## config.mk

```make
export PLATFORM = sky130hd
export DESIGN_NAME = styler_pixel_shifter
export DESIGN_NICKNAME = d
export VERILOG_FILES = /design/src/rtl/styler_pixel_shifter.sv
export SDC_FILE = /design/constraint.sdc
export NUM_CORES = 1
export LEC_CHECK = 0
export CAP_MARGIN = 20
export CORE_MARGIN = 10
export CORE_UTILIZATION = 57
export DETAILED_ROUTE_END_ITERATION = 12
export PLACE_DENSITY = 0.93
export SETUP_SLACK_MARGIN = 0.4
export SLEW_MARGIN = 0
export SYNTH_ARGS = -nofsm -noshare
export SYNTH_HDL_FRONTEND = slang
export SYNTH_SLANG_ARGS = --single-unit
```

## constraint.sdc

```tcl
create_clock -name clk -period 3.3 [get_ports clk]
set_clock_uncertainty 0.05 [all_clocks]
set_input_delay 0.66 -clock clk [delete_from_list [all_inputs] [get_ports clk]]
set_output_delay 0.66 -clock clk [all_outputs]
set_load 0.03 [all_outputs]
```

## src/rtl/styler_pixel_shifter.sv

```systemverilog
`timescale 1ns/1ps
// styler_pixel_shifter
// Serialises one styled scanline row per handshake into a pixel stream,
// one pixel per pix_en strobe, tagging each pixel with its fg/bg colour.
// A one-row pending buffer lets the next row load while the current one
// shifts, so back-to-back rows stream with no gap.
//
// Ports:
//   clk, rst_n          clock, synchronous active-low reset
//   pix_en              pixel strobe (one pixel consumed per high cycle)
//   row_in/fg/bg/valid  row bitmap + colour indices, valid strobe
//   row_ready           pending buffer empty (combinational)
//   underrun_clr        clears the sticky underrun flag
//   pix_out/color/valid current pixel bit, its colour, real-pixel flag
//   underrun            sticky: pixel requested with none available
//   busy                active shifter or pending buffer occupied
module styler_pixel_shifter #(
  parameter int unsigned WIDTH     = 16,
  parameter bit          MSB_FIRST = 1'b1
) (
  input  logic        clk,
  input  logic        rst_n,
  input  logic        pix_en,
  input  logic [15:0] row_in,
  input  logic [3:0]  row_fg,
  input  logic [3:0]  row_bg,
  input  logic        row_valid,
  output logic        row_ready,
  input  logic        underrun_clr,
  output logic        pix_out,
  output logic [3:0]  pix_color,
  output logic        pix_valid,
  output logic        underrun,
  output logic        busy
);

  localparam int unsigned CNT_W = 5;
  localparam int unsigned COL_W = 4;

  // Pending buffer
  logic [WIDTH-1:0] r_pend_bits, w_pend_bits;
  logic [COL_W-1:0] r_pend_fg, w_pend_fg;
  logic [COL_W-1:0] r_pend_bg, w_pend_bg;
  logic             r_pend_full, w_pend_full;

  // Active shift register
  logic [WIDTH-1:0] r_shift, w_shift;
  logic [COL_W-1:0] r_act_fg, w_act_fg;
  logic [COL_W-1:0] r_act_bg, w_act_bg;
  logic [CNT_W-1:0] r_cnt, w_cnt;

  logic             r_armed, w_armed;
  logic             r_underrun, w_underrun;
  logic             r_pix_out, w_pix_out;
  logic [COL_W-1:0] r_pix_color, w_pix_color;
  logic             r_pix_valid, w_pix_valid;

  logic             w_head;
  logic             w_empty;
  logic             w_last;
  logic             w_xfer;
  logic             w_accept;
  logic             w_underrun_set;

  assign row_ready = rst_n & ~r_pend_full;

  // Next-state: emit, transfer pending->active, accept, underrun tracking
  always_comb begin
    w_pend_bits    = r_pend_bits;
    w_pend_fg      = r_pend_fg;
    w_pend_bg      = r_pend_bg;
    w_pend_full    = r_pend_full;
    w_shift        = r_shift;
    w_act_fg       = r_act_fg;
    w_act_bg       = r_act_bg;
    w_cnt          = r_cnt;
    w_armed        = r_armed;
    w_pix_out      = r_pix_out;
    w_pix_color    = r_pix_color;
    w_pix_valid    = r_pix_valid;

    w_head         = MSB_FIRST ? r_shift[WIDTH-1] : r_shift[0];
    w_empty        = (r_cnt == '0);
    w_last         = (r_cnt == CNT_W'(1));
    w_underrun_set = pix_en & w_empty & r_armed;
    // Pending may move in when idle, or on the edge that emits the last pixel
    w_xfer         = r_pend_full & (w_empty | (pix_en & w_last));
    w_accept       = row_valid & row_ready;

    if (pix_en) begin
      if (!w_empty) begin
        w_pix_out   = w_head;
        w_pix_color = w_head ? r_act_fg : r_act_bg;
        w_pix_valid = 1'b1;
        if (MSB_FIRST) begin
          w_shift = r_shift << 1;
        end else begin
          w_shift = r_shift >> 1;
        end
        w_cnt = r_cnt - CNT_W'(1);
      end else begin
        w_pix_out   = 1'b0;
        w_pix_color = '0;
        w_pix_valid = 1'b0;
      end
    end

    if (w_xfer) begin
      w_shift     = r_pend_bits;
      w_act_fg    = r_pend_fg;
      w_act_bg    = r_pend_bg;
      w_cnt       = CNT_W'(WIDTH);
      w_pend_full = 1'b0;
    end

    // Accept never coincides with a transfer: row_ready is low while full
    if (w_accept) begin
      w_pend_bits = row_in[WIDTH-1:0];
      w_pend_fg   = row_fg;
      w_pend_bg   = row_bg;
      w_pend_full = 1'b1;
      w_armed     = 1'b1;
    end

    // Set wins over clear
    w_underrun = w_underrun_set | (r_underrun & ~underrun_clr);
  end

  // State registers with synchronous reset
  always_ff @(posedge clk) begin
    if (!rst_n) begin
      r_pend_bits <= '0;
      r_pend_fg   <= '0;
      r_pend_bg   <= '0;
      r_pend_full <= 1'b0;
      r_shift     <= '0;
      r_act_fg    <= '0;
      r_act_bg    <= '0;
      r_cnt       <= '0;
      r_armed     <= 1'b0;
      r_underrun  <= 1'b0;
      r_pix_out   <= 1'b0;
      r_pix_color <= '0;
      r_pix_valid <= 1'b0;
    end else begin
      r_pend_bits <= w_pend_bits;
      r_pend_fg   <= w_pend_fg;
      r_pend_bg   <= w_pend_bg;
      r_pend_full <= w_pend_full;
      r_shift     <= w_shift;
      r_act_fg    <= w_act_fg;
      r_act_bg    <= w_act_bg;
      r_cnt       <= w_cnt;
      r_armed     <= w_armed;
      r_underrun  <= w_underrun;
      r_pix_out   <= w_pix_out;
      r_pix_color <= w_pix_color;
      r_pix_valid <= w_pix_valid;
    end
  end

  assign pix_out   = r_pix_out;
  assign pix_color = r_pix_color;
  assign pix_valid = r_pix_valid;
  assign underrun  = r_underrun;
  assign busy      = ~w_empty | r_pend_full;

endmodule

```

==> run summary, run 1 <==
The die covers 7409 µm². After detailed routing, the average wire length per cell comes to 14.03 µm. Minimum hold slack: 0.4081 ns. Routability-driven placement finished with a final weighted congestion of 0.7502. The run gives 38 as the number of ports placed on the die boundary.

The switching share of power was 32.37%. The cell area after synthesis is 2489 µm². TritonCTS built the clock tree.

Sequential cells burn 43.4% of the power. Along the worst hold path, the cell count comes to 2. The total global routing overflow is 0. Data arrives at the worst endpoint at 1.94 ns. The worst setup path is launched from a flop. The run gives 43.67% as the worst max-slew margin expressed relative to the limit. The startpoint of the worst register-to-register path was r_cnt[0]$_SDFFE_PP0P_. The peak ir drop on the vdd network is 0.0003110 V, and the count of port buffers added during placement is 37. The run gives 335 as the number of nets produced by synthesis. By area the synthesized netlist is led by dfxtp_1, nand2_1, o21ai_0, a21boi_0, a31oi_1. The total number of H-tree levels is 3. The filler cells instantiated in the layout total 323. The horizontal die dimension was 86.08 µm.

The tools report the count of endpoints failing hold in the final timing report as 0. Timing analysis after detailed placement gives a worst setup slack of 0.4752 ns. The beginning of the worst hold path was r_pend_fg[1]$_SDFFE_PN0P_.

The critical path is of the reg2out type. Among all cell types in the netlist, the one instantiated most often is nand2_1. For this block, the routed nets add up to 5458 µm of wire. The accumulated negative setup slack is 0 ns. The worst setup path is captured at a primary output. The count of TritonRoute iterations in the first routing pass came out at 4. In this run the worst path has a maximum fanout of 3.

In the global route stage, met2 resource usage came out at 26.77%. The repair_antennas step left the layout with diodes totalling 0. Area share of the largest cell type after synthesis: 49.87%.

After detailed placement, the total cell area comes to 2839 µm². In this run the vertical extent of the chip is 86.08 µm. The first global-routing pass estimated 9163 µm of wire. After the first detailed-routing iteration, the DRC count stood at 175.

The synthesized netlist contains 33 unique library cells. Setup slack closes at 0.6458 ns. The run gives 0 as the max-capacitance violation count. The number of design rule violations left after detail routing is 0. The number of global-route vias before repair was 2,101. The initial antenna violation count is 0, and the total number of nets in the final design is 366. After detailed routing, the number of vias per cell comes to 5.473. The design internal power was 1.494 mW; the final cycle utilization of the critical path was 80.43%. The wire-length estimate of the detail-placed layout is 3518 µm. During synthesis, Yosys emitted a total of 0 warnings. In this run the mean area of a mapped cell was 8.213 µm².

Counting the buffers created by CTS gives 9. Clock latency on the worst-skew pair, taken at its later pin, is 0.33 ns. The worst hold path terminates at r_pend_fg[1]$_SDFFE_PN0P_. Global routing used 15.19% of the available tracks. For this design the total switching power over the nets is 714.7 µW. Dividing total power by cell area gives a power density of 726.0 nW/µm². The maximum clock path buffer count was 2; the required time at the worst-slack endpoint was 2.59 ns.

The area growth from synthesis to layout is 22.22%. The class of the tightest hold or removal check was reg2reg. The logs give 5.203% for the met3 routing resource usage after global routing and 303 for the number of cells produced by synthesis. For this configuration, the core starts out at a cell density of 60.47%. The run gives 23 as the placement row count. The cell sitting at the root of the clock tree is a clkbuf_8.

Subtracting the final worst setup slack from the clock period gives 2.654 ns. Synthesized flop and latch total: 62. CTS saw 62 sinks. The primary flip-flop cell chosen by synthesis mapping was dfxtp_1.

The tools report the total power as 2.208 mW. The run finished with clean final reports. The tools report the core footprint as 4115 µm². The detailed router placed 2,129 vias in this run.

After synthesis, the most frequently instantiated cells are nand2_1, dfxtp_1, o21ai_0. The ratio of cells with drive above 1 in the final layout was 9.440%; the fraction of power consumed by the clock network was 30.1%. Layer carrying the most global-route usage: met2. The global-route met1 utilization was 15.48%; the largest net degree at the start of global routing was 59. The share of synthesized flip-flops with an asynchronous set or reset is 0%, and the combinational share of power is 26.5%. The actual slew at the worst max-slew pin came out at 0.8449 ns. The count of final setup violators was 0; the final standard cell area without fillers was 3042 µm². Number of max-slew violations in the final report: 0. Buffers inserted to repair hold after CTS numbered 0. Maximum clock frequency: 376.8 MHz. The analysis attributes to cell leakage a power of 1.118 nW. Counting flops with a built-in enable in the synthesized netlist gives 0. The cell type contributing the most total cell area after synthesis is dfxtp_1. Setup slack on the worst reg-to-reg path comes out at 1.07 ns. Worst reg2reg path depth: 7.

The clock slew at the register clock pins of the worst setup and hold paths is 0.07 ns, and the number of routed nets with antenna violations is 0. Setup repair after global routing left no endpoint under its margin. The worst register-to-register path ends at r_shift[14]$_SDFFE_PN0P_.

Fraction of the yosys area taken by sequential cells: 49.87%.
-- cells in the final DEF, fill, tap and decap left out, types with 2 or more instances in the layout --
| cell type | instances |
|---|---|
| nand3_1 | 8 |
| xor2_1 | 2 |
| nand2_1 | 98 |
| a31oi_1 | 15 |
| clkbuf_8 | 11 |
| buf_4 | 5 |
| a21o_1 | 2 |
| nor3_1 | 3 |
| dfxtp_1 | 62 |
| inv_1 | 4 |
| ha_1 | 3 |
| a21boi_0 | 15 |
| clkinv_2 | 3 |
| nand2b_1 | 6 |
| o21ai_0 | 24 |
| clkdlybuf4s50_1 | 35 |
| mux2_2 | 4 |
| o21ai_2 | 3 |
| o21ai_1 | 12 |
| nor2_1 | 6 |
| and2_1 | 3 |
-- power groups by stage --
stage	Sequential, mW	Clock [mW]	Combinational, mW
finish	0.959	0.664	0.585
global route	0.974	0.706	0.652
CTS	0.959	0.672	0.586
detailed placement	0.971	0	0.570
global placement	0.963	0	0.549
floorplan	0.970	0	0.440
-- routing by layer --
layer / vias up / part of all wire, %
li1: 1074 / -
met1: 987 / 43
met2: 53 / 51
met3: 15 / 4.0
met4: 0 / 2.2
met5: - / 0
-- layout make-up --
cell class / instances / area (µm²) / area share, %
clock buffers: 12 / 155.1 / 5.101
clock inverters: 4 / 45.04 / 1.481
inverters: 4 / 15.01 / 0.4936
multi-input cells: 215 / 1125 / 36.98
flip-flops and latches: 62 / 1241 / 40.81
well taps: 50 / 62.56 / 2.057
repair buffers: 42 / 397.9 / 13.08
-- registers in the layout, summed over array words and instances, names as in the netlist, 4 cells and up --
signal and count:
r_pend_bits 16, r_act_bg 4, r_act_fg 4, r_shift 16, pix_color 4, r_pend_fg 4
r_pend_bg 4, r_cnt 5
-- kinds of logic after synthesis --
| family | count (synthesis) | share of synthesized area (%) |
|---|---|---|
| adders and majority gates | 3 | 1.508 |
| DFF | 62 | 49.87 |
| AOI/OAI and AO/OA | 75 | 18.35 |
| buffers and inverters | 26 | 4.927 |
| muxes | 6 | 2.815 |
| and+or+nand+nor | 128 | 21.47 |
| xor gates and xnor gates | 3 | 1.056 |
-- metrics by stage --
stage	cells	utilization, %
finish	389	73.91
global route	389	73.91
CTS	389	74.00
detailed placement	372	68.99
global placement	372	68.99
floorplan	303	-
-- worst max-delay path, stage by stage (launching register included) --
cell	delay, ns
dfxtp_1	0.33
inv_1	0.11
ha_1	0.21
or4b_4	0.49
or2_2	0.28
clkbuf_2	0.18
-- what timing repair did --
item	CTS	global route
endpoints found under the hold margin	0	0
buffers inserted	1	0
resized for setup	1	2
endpoints found under the setup margin	1	1
-- worst max-delay path by stage --
stage                     depth (start not counted)    to  slack, ns                   from
after global routing                              5  busy       0.52  r_cnt[0]$_SDFFE_PP0P_
after global placement                            5  busy       0.54  r_cnt[0]$_SDFFE_PP0P_
after CTS                                         5  busy       0.46  r_cnt[0]$_SDFFE_PP0P_
final                                             5  busy       0.65  r_cnt[0]$_SDFFE_PP0P_
after detailed placement                          5  busy       0.48  r_cnt[0]$_SDFFE_PP0P_
after floorplan                                   5  busy       0.95  r_cnt[0]$_SDFFE_PP0P_
(Power assumes the default switching activity.)
==> inputs of run 2 (changes only) <==
--- a/config.mk
+++ b/config.mk
@@ -7,9 +7,9 @@
 export LEC_CHECK = 0
 export CAP_MARGIN = 20
 export CORE_MARGIN = 10
-export CORE_UTILIZATION = 57
+export CORE_UTILIZATION = 48
 export DETAILED_ROUTE_END_ITERATION = 12
-export PLACE_DENSITY = 0.93
+export PLACE_DENSITY = 0.84
 export SETUP_SLACK_MARGIN = 0.4
 export SLEW_MARGIN = 0
 export SYNTH_ARGS = -nofsm -noshare
==> constraint.sdc (replaced) <==
create_clock -name clk -period 2.42 [get_ports clk]
set_clock_uncertainty 0.05 [all_clocks]
set_input_delay 0.484 -clock clk [delete_from_list [all_inputs] [get_ports clk]]
set_output_delay 0.484 -clock clk [all_outputs]
set_load 0.03 [all_outputs]
==> run 2 against run 1 <==
  * Sequential share of layout area down 1.5 points
  * First-iteration DRC count increased by 7.4%
  * Sequential power rose by 36%
  * Worst hold slack worse by 0.0032 ns
  * Largest cell class unchanged
  * Die area grew 14%
==> run summary, run 2 (synthesis gave the netlist of run 1 again) <==
The flow ran to the end, and the final reports show no timing, DRC or antenna violations. The worst path uses 91.90% of the clock period. STA classifies the critical path endpoint as a primary output.

The die covers 8465 µm². The total area inside the core boundary comes to 5075 µm². The height of the die is 92.01 µm, and the placement row count is 26. For this design the static power due to leakage is 1.171 nW.

The area growth from synthesis to layout is 27.25%. The post-detailed-route wirelength per cell was 12.94 µm; the switching share of power was 31.31%. In the layout the commonest cells are nand2_1, dfxtp_1, clkdlybuf4s50_1.

TritonCTS built the clock tree. The initial utilization of the core area, before any placement, comes to 49.04%. Detailed routing inserted a total of 2,098 vias. In this run the worst path has a maximum fanout of 2.

Clock-pin slew was measured on the worst setup and hold paths at 0.07 ns. The most critical setup path has its startpoint at r_cnt[0]$_SDFFE_PP0P_. For the total power, the log shows 3.148 mW. For this design, the CTS-stage hold fixing added 0 buffers.

Per report_power, the sequential group accounts for 41.3% of the total. Setup repair after global routing could not meet its margin everywhere. Counting every sink on the clock net gives 62. Using the TritonRoute via totals, the vias-per-cell ratio works out to 5.031.

The number of global-route vias before repair is 2,123. The tools report the beginning of the worst hold path as r_armed$_SDFFE_PN0P_. The library cell used most frequently in the layout, excluding fill and tap cells, is nand2_1. Data on the critical path arrives at its endpoint at 1.69 ns. Entering global routing, the biggest net connects 59 pins. Max-cap violations in this run came to 0. 0 antenna diodes ended up in the layout. The accumulated negative setup slack was 0 ns. The placed cell count was 395. For this run, design rule violations remaining after detail routing come to 0.

The finished layout holds 417 standard cells, fillers aside. The number of buffers inserted during clock tree synthesis was 9; the time the worst path needs with I/O delays and setup was 2.224 ns. Timing analysis after detailed placement gives a worst setup slack of 0.04094 ns. The largest registers in the layout are r_pend_bits: 16 flops, r_shift: 16 flops, r_cnt: 5 flops. Once detail routing completed, the nets flagged for antenna violations numbered 0. The net count of the finished layout is 374. The type of the worst setup path is reg2out.

Count of port buffers added during placement: 37. The maximum clock path buffer count came out at 2. The horizontal die dimension is 92.01 µm, and the detailed-route wire length is 5397 µm. Placer's final routability congestion estimate: 0.7276.

The DRC violation total after the first TritonRoute iteration is 188. The wire length of the first global-routing pass is 9183 µm, and the count of final setup violators is 0. The count of endpoints failing hold in the final timing report was 0. Setup slack closes at 0.1960 ns.

The min-delay analysis places its worst path in the category reg2reg. Of the cells placed in the final design, the portion with a size suffix greater than 1 is 13.54%. The number of ports placed on the die boundary is 38.

The launching element type of the critical path was a flop. Clock latency on the worst-skew pair, taken at its later pin, is 0.33 ns. The fraction of power consumed by the clock network was 30.7%. Static timing analysis puts the maximum clock frequency at 449.6 MHz. At the worst endpoint, the required time is 1.89 ns. Once detailed placement completed, the half-perimeter wirelength came to 3341 µm. The initial antenna violation count was 0; the total global routing track utilization was 13.04%.

The tree is rooted in a clkbuf_8. At the pin with the least slew margin, the transition time is 0.5317 ns. The total number of H-tree levels is 3, and the total global routing overflow is 0.

The peak ir drop on the vdd network was 0.0004095 V. The power density relative to cell area was 994.1 nW/µm²; the minimum hold slack was 0.4050 ns. The number of max-slew violations in the final report was 0; the design internal power was 2.162 mW. For this run, the detailed router's first-pass iteration total came to 4. For the net switching power figure, the log shows 985.6 µW.

The worst pin sits at a relative slew slack of 64.55%. In this run the critical register-to-register path is launched from r_cnt[0]$_SDFFE_PP0P_. The combinational share of power was 27.9%.
[run 2: cell type report]
class / instances / area, µm²
Fill cell: 442 / 1908
Sequential cell: 62 / 1244
Multi-Input combinational cell: 215 / 1140
Timing Repair Buffer: 50 / 461.7
Clock buffer: 13 / 178.9
Tap cell: 70 / 87.58
Clock inverter: 3 / 40.04
Inverter: 4 / 15.01
[run 2: critical path, cell delays in order, from the launching register on]
cell     delay [ns]
dfxtp_2        0.33
inv_2          0.07
ha_4           0.12
or4b_4         0.46
or2_4          0.24
buf_6          0.14
[run 2: worst paths after layout]
check	end	slack (ns)	cells past startpoint
worst max-delay path	busy	0.20	5
worst min register to register	r_armed$_SDFFE_PN0P_	0.40	1
worst min-delay path	r_armed$_SDFFE_PN0P_	0.40	1
worst max register to register	r_shift[9]$_SDFFE_PN0P_	0.36	7
[run 2: repair_timing]
| item | CTS | global route |
|---|---|---|
| setup buffers | 5 | 1 |
| pin swaps | 2 | 0 |
| resized for setup | 9 | 0 |
| endpoints found under the setup margin | 17 | 17 |
[run 2: metrics by stage]
step,utilization (%),area (µm²)
2_1_floorplan,-,2514
3_3_place_gp,57.13,2899
3_5_place_dp,57.13,2899
4_1_cts,62.25,3159
5_1_grt,62.40,3167
6_report,62.40,3167
[run 2: power groups by stage]
| stage | registers, mW | clock network (mW) | logic, mW |
|---|---|---|---|
| 2_1_floorplan | 1.32 | 0 | 0.638 |
| 3_3_place_gp | 1.31 | 0 | 0.805 |
| 3_5_place_dp | 1.32 | 0 | 0.826 |
| 4_1_cts | 1.30 | 0.987 | 0.872 |
| 5_1_grt | 1.32 | 1.04 | 0.979 |
| 6_report | 1.30 | 0.968 | 0.879 |
[run 2: layer usage]
metal  GRT usage (%)  wire length, µm
met5               0                0
met4           8.612               87
met3           2.445              100
met2           22.88             2813
met1           13.97             2395
==> inputs of run 3 (changes only) <==
--- a/config.mk
+++ b/config.mk
@@ -7,9 +7,9 @@
 export LEC_CHECK = 0
 export CAP_MARGIN = 20
 export CORE_MARGIN = 10
-export CORE_UTILIZATION = 48
+export CORE_UTILIZATION = 41
 export DETAILED_ROUTE_END_ITERATION = 12
-export PLACE_DENSITY = 0.84
+export PLACE_DENSITY = 0.75
 export SETUP_SLACK_MARGIN = 0.4
 export SLEW_MARGIN = 0
 export SYNTH_ARGS = -nofsm -noshare
==> run 3 against run 2 <==
  * Routed wire length decreased by 2.6%
  * First-iteration DRC count decreased by 42%
  * Power decreased by 5.1%
  * Non-clock buffer count increased by 4
  * Sequential share of layout area decreased by 0.062 points
  * Critical path type unchanged
  * Critical endpoint unchanged
  * Largest cell class unchanged
  * Largest power group unchanged
  * Highest routed layer unchanged
==> run summary, run 3 (synthesis gave the netlist of run 1 again) <==
The run finished with clean final reports. The tools report the wire length of the first global-routing pass as 8742 µm. In the post-route analysis, the smallest setup slack over all paths is 0.1912 ns. The most frequent standard cell in the layout excluding fill and tap cells is nand2_1. The number of routed nets with antenna violations is 0, and the count of port buffers added during placement is 37. From bottom edge to top edge, the die measures 97.91 µm. The data arrival at the endpoint of the critical path was 1.69 ns; the actual slew at the worst max-slew pin was 0.4507 ns. In the final layout, the multi-input gates occupy 1160 µm². After clock tree synthesis, the clock-pin slew on the worst setup and hold paths is 0.06 ns.

The total number of H-tree levels is 3. Across all layers, the routed design uses 2,074 vias. The total half-perimeter wirelength after legalization and detailed placement is 3353 µm, and the die outline area is 9586 µm².

OpenSTA, run right after detailed placement, puts the worst setup slack at 0.02425 ns. The tightest min-delay check is of the reg2reg type. The logs give 2,032 for the number of global-route vias before repair and 69.95% for the worst max-slew margin expressed relative to the limit.

At the end of the flow, the number of nets in the layout was 378. The first routing iteration left 109 violations. The per-cell via count in the routed design works out to 4.880. The required time at the worst-slack endpoint came out at 1.89 ns. Setup repair after global routing could not meet its margin everywhere.

For the total global routing track utilization, the log shows 10.96%. The tool flagged a number of max-cap violations equal to 0. The clock sink total came out at 62.

The run gives 448.7 MHz as the maximum clock frequency. The layout-stage area growth over the synthesis result is 27.45%. The tools report the count of final setup violators as 0. For the detailed-route wire length, the log shows 5256 µm. Fill cells in the final layout number 559. The logs give 0.4071 ns for the minimum hold slack and 2.986 mW for the total power.

TritonCTS built the clock tree. The congestion estimate from routability-driven global placement came to 0.7382. The worst path needs 2.229 ns of the cycle, external delays included. The horizontal die dimension came out at 97.91 µm.

The largest registers in the layout are r_pend_bits: 16 flops, r_shift: 16 flops, r_cnt: 5 flops. For the initial antenna violation count, the log shows 0. The run gives 50 as the largest net degree at the start of global routing. The signal on the critical path passes through inv_2 > ha_4 > or4b_4 > or2_4 > buf_6. The worst-path cell with the longest stage delay is or4b_4. Cells fill 53.57% of the core in the end. The worst setup path is launched from a flop.

The tools report the nature of the critical path endpoint as a primary output. The core footprint was 5921 µm². The critical path is of the reg2out type. The logs give 28 for the placement row count and 0 for the count of endpoints failing hold in the final timing report. The number of hold buffers added after CTS was 0. Maximum clock path buffer count: 2. The largest stage delay on the critical path came out at 0.45 ns. The number of buffers inserted during clock tree synthesis was 9; the number of ports placed on the die boundary was 38. The final cycle utilization of the critical path is 92.10%, and the maximum fanout along the worst path is 2. The post-route netlist has 14.29% of its cells at a drive strength greater than 1. The library cells used most frequently in the layout, excluding fill and tap cells, are nand2_1, dfxtp_1, clkdlybuf4s50_1. Once the floorplan was initialized, standard cells occupied 42.03% of the core.

The clock reaches the later pin of the worst-skew pair after 0.33 ns. The number of max-slew violations in the final report is 0. The number of antenna cells inserted is 0. After routing, the total negative slack on setup checks comes to 0 ns. For this design the ratio of total power to cell area is 941.5 nW/µm². After detailed routing, the average wire length per cell comes to 12.37 µm.

Across the VDD grid, the largest voltage drop is 0.0005752 V. The first detailed-routing pass took 4 iterations. The clock root buffer is clkbuf_8. The total global routing overflow is 0. The sequential cells in the finished layout cover a total of 1244 µm². The leakage power is 1.164 nW.

The number of design rule violations left after detail routing was 0.
-- run 3: cell types whose count changed in the layout (fill, tap and decap cells not counted), sizes merged --
cell / previous run / this run
buf: 16 / 20
clkinv: 2 / 1
clkbuf: 13 / 14
bufinv: 1 / 0
-- run 3: final timing paths --
| check | start | cells past startpoint | slack, ns | to |
|---|---|---|---|---|
| max | r_cnt[1]$_SDFFE_PP0P_ | 5 | 0.19 | busy |
| min | r_pend_bits[11]$_SDFFE_PN0P_ | 2 | 0.41 | r_pend_bits[11]$_SDFFE_PN0P_ |
| max reg2reg | r_cnt[1]$_SDFFE_PP0P_ | 7 | 0.37 | r_shift[0]$_SDFFE_PN0P_ |
| min reg2reg | r_pend_bits[11]$_SDFFE_PN0P_ | 2 | 0.41 | r_pend_bits[11]$_SDFFE_PN0P_ |
-- run 3: layer usage --
| metal | share of wire [%] | track usage, % | wire, µm |
|---|---|---|---|
| met3 | 3.4 | 2.678 | 178 |
| met4 | 2.9 | 8.166 | 152 |
| met5 | 0 | 0 | 0 |
| met1 | 45 | 11.24 | 2369 |
| met2 | 49 | 18.93 | 2556 |
-- run 3: cell type report --
type	instances	area share, %
clock buffers	14	5.128
clock inverters	1	0.1578
inverters	4	0.4734
multi-input cells	215	36.57
flip-flops and latches	62	39.21
well taps	75	2.959
repair buffers	54	15.50
-- run 3: through the flow --
step | std cells | instance area [µm²]
after detailed placement | 399 | 2898
final | 425 | 3172
after CTS | 425 | 3152
after floorplan | 303 | 2514
after global placement | 399 | 2898
after global routing | 425 | 3172
-- run 3: power by group --
part           internal, mW  leakage, nW  switching, mW
Clock                 0.421       0.0865          0.361
Combinational         0.409        0.568          0.493
Sequential             1.19        0.509          0.107
Total                  2.02         1.16          0.962
-- run 3: critical path, delay by kind of cell, from the launching register on --
family                     cells  cell delay (ns)
adders and majority gates      1             0.13
and+or+nand+nor                2             0.69
DFF                            1             0.33
buffers and inverters          2             0.21
-- run 3: repair_timing --
item | 4_1_cts | 5_1_grt
endpoints found under the setup margin | 17 | 18
resized for setup | 9 | 5
pin swaps | 2 | 1
buffers inserted | 11 | 0
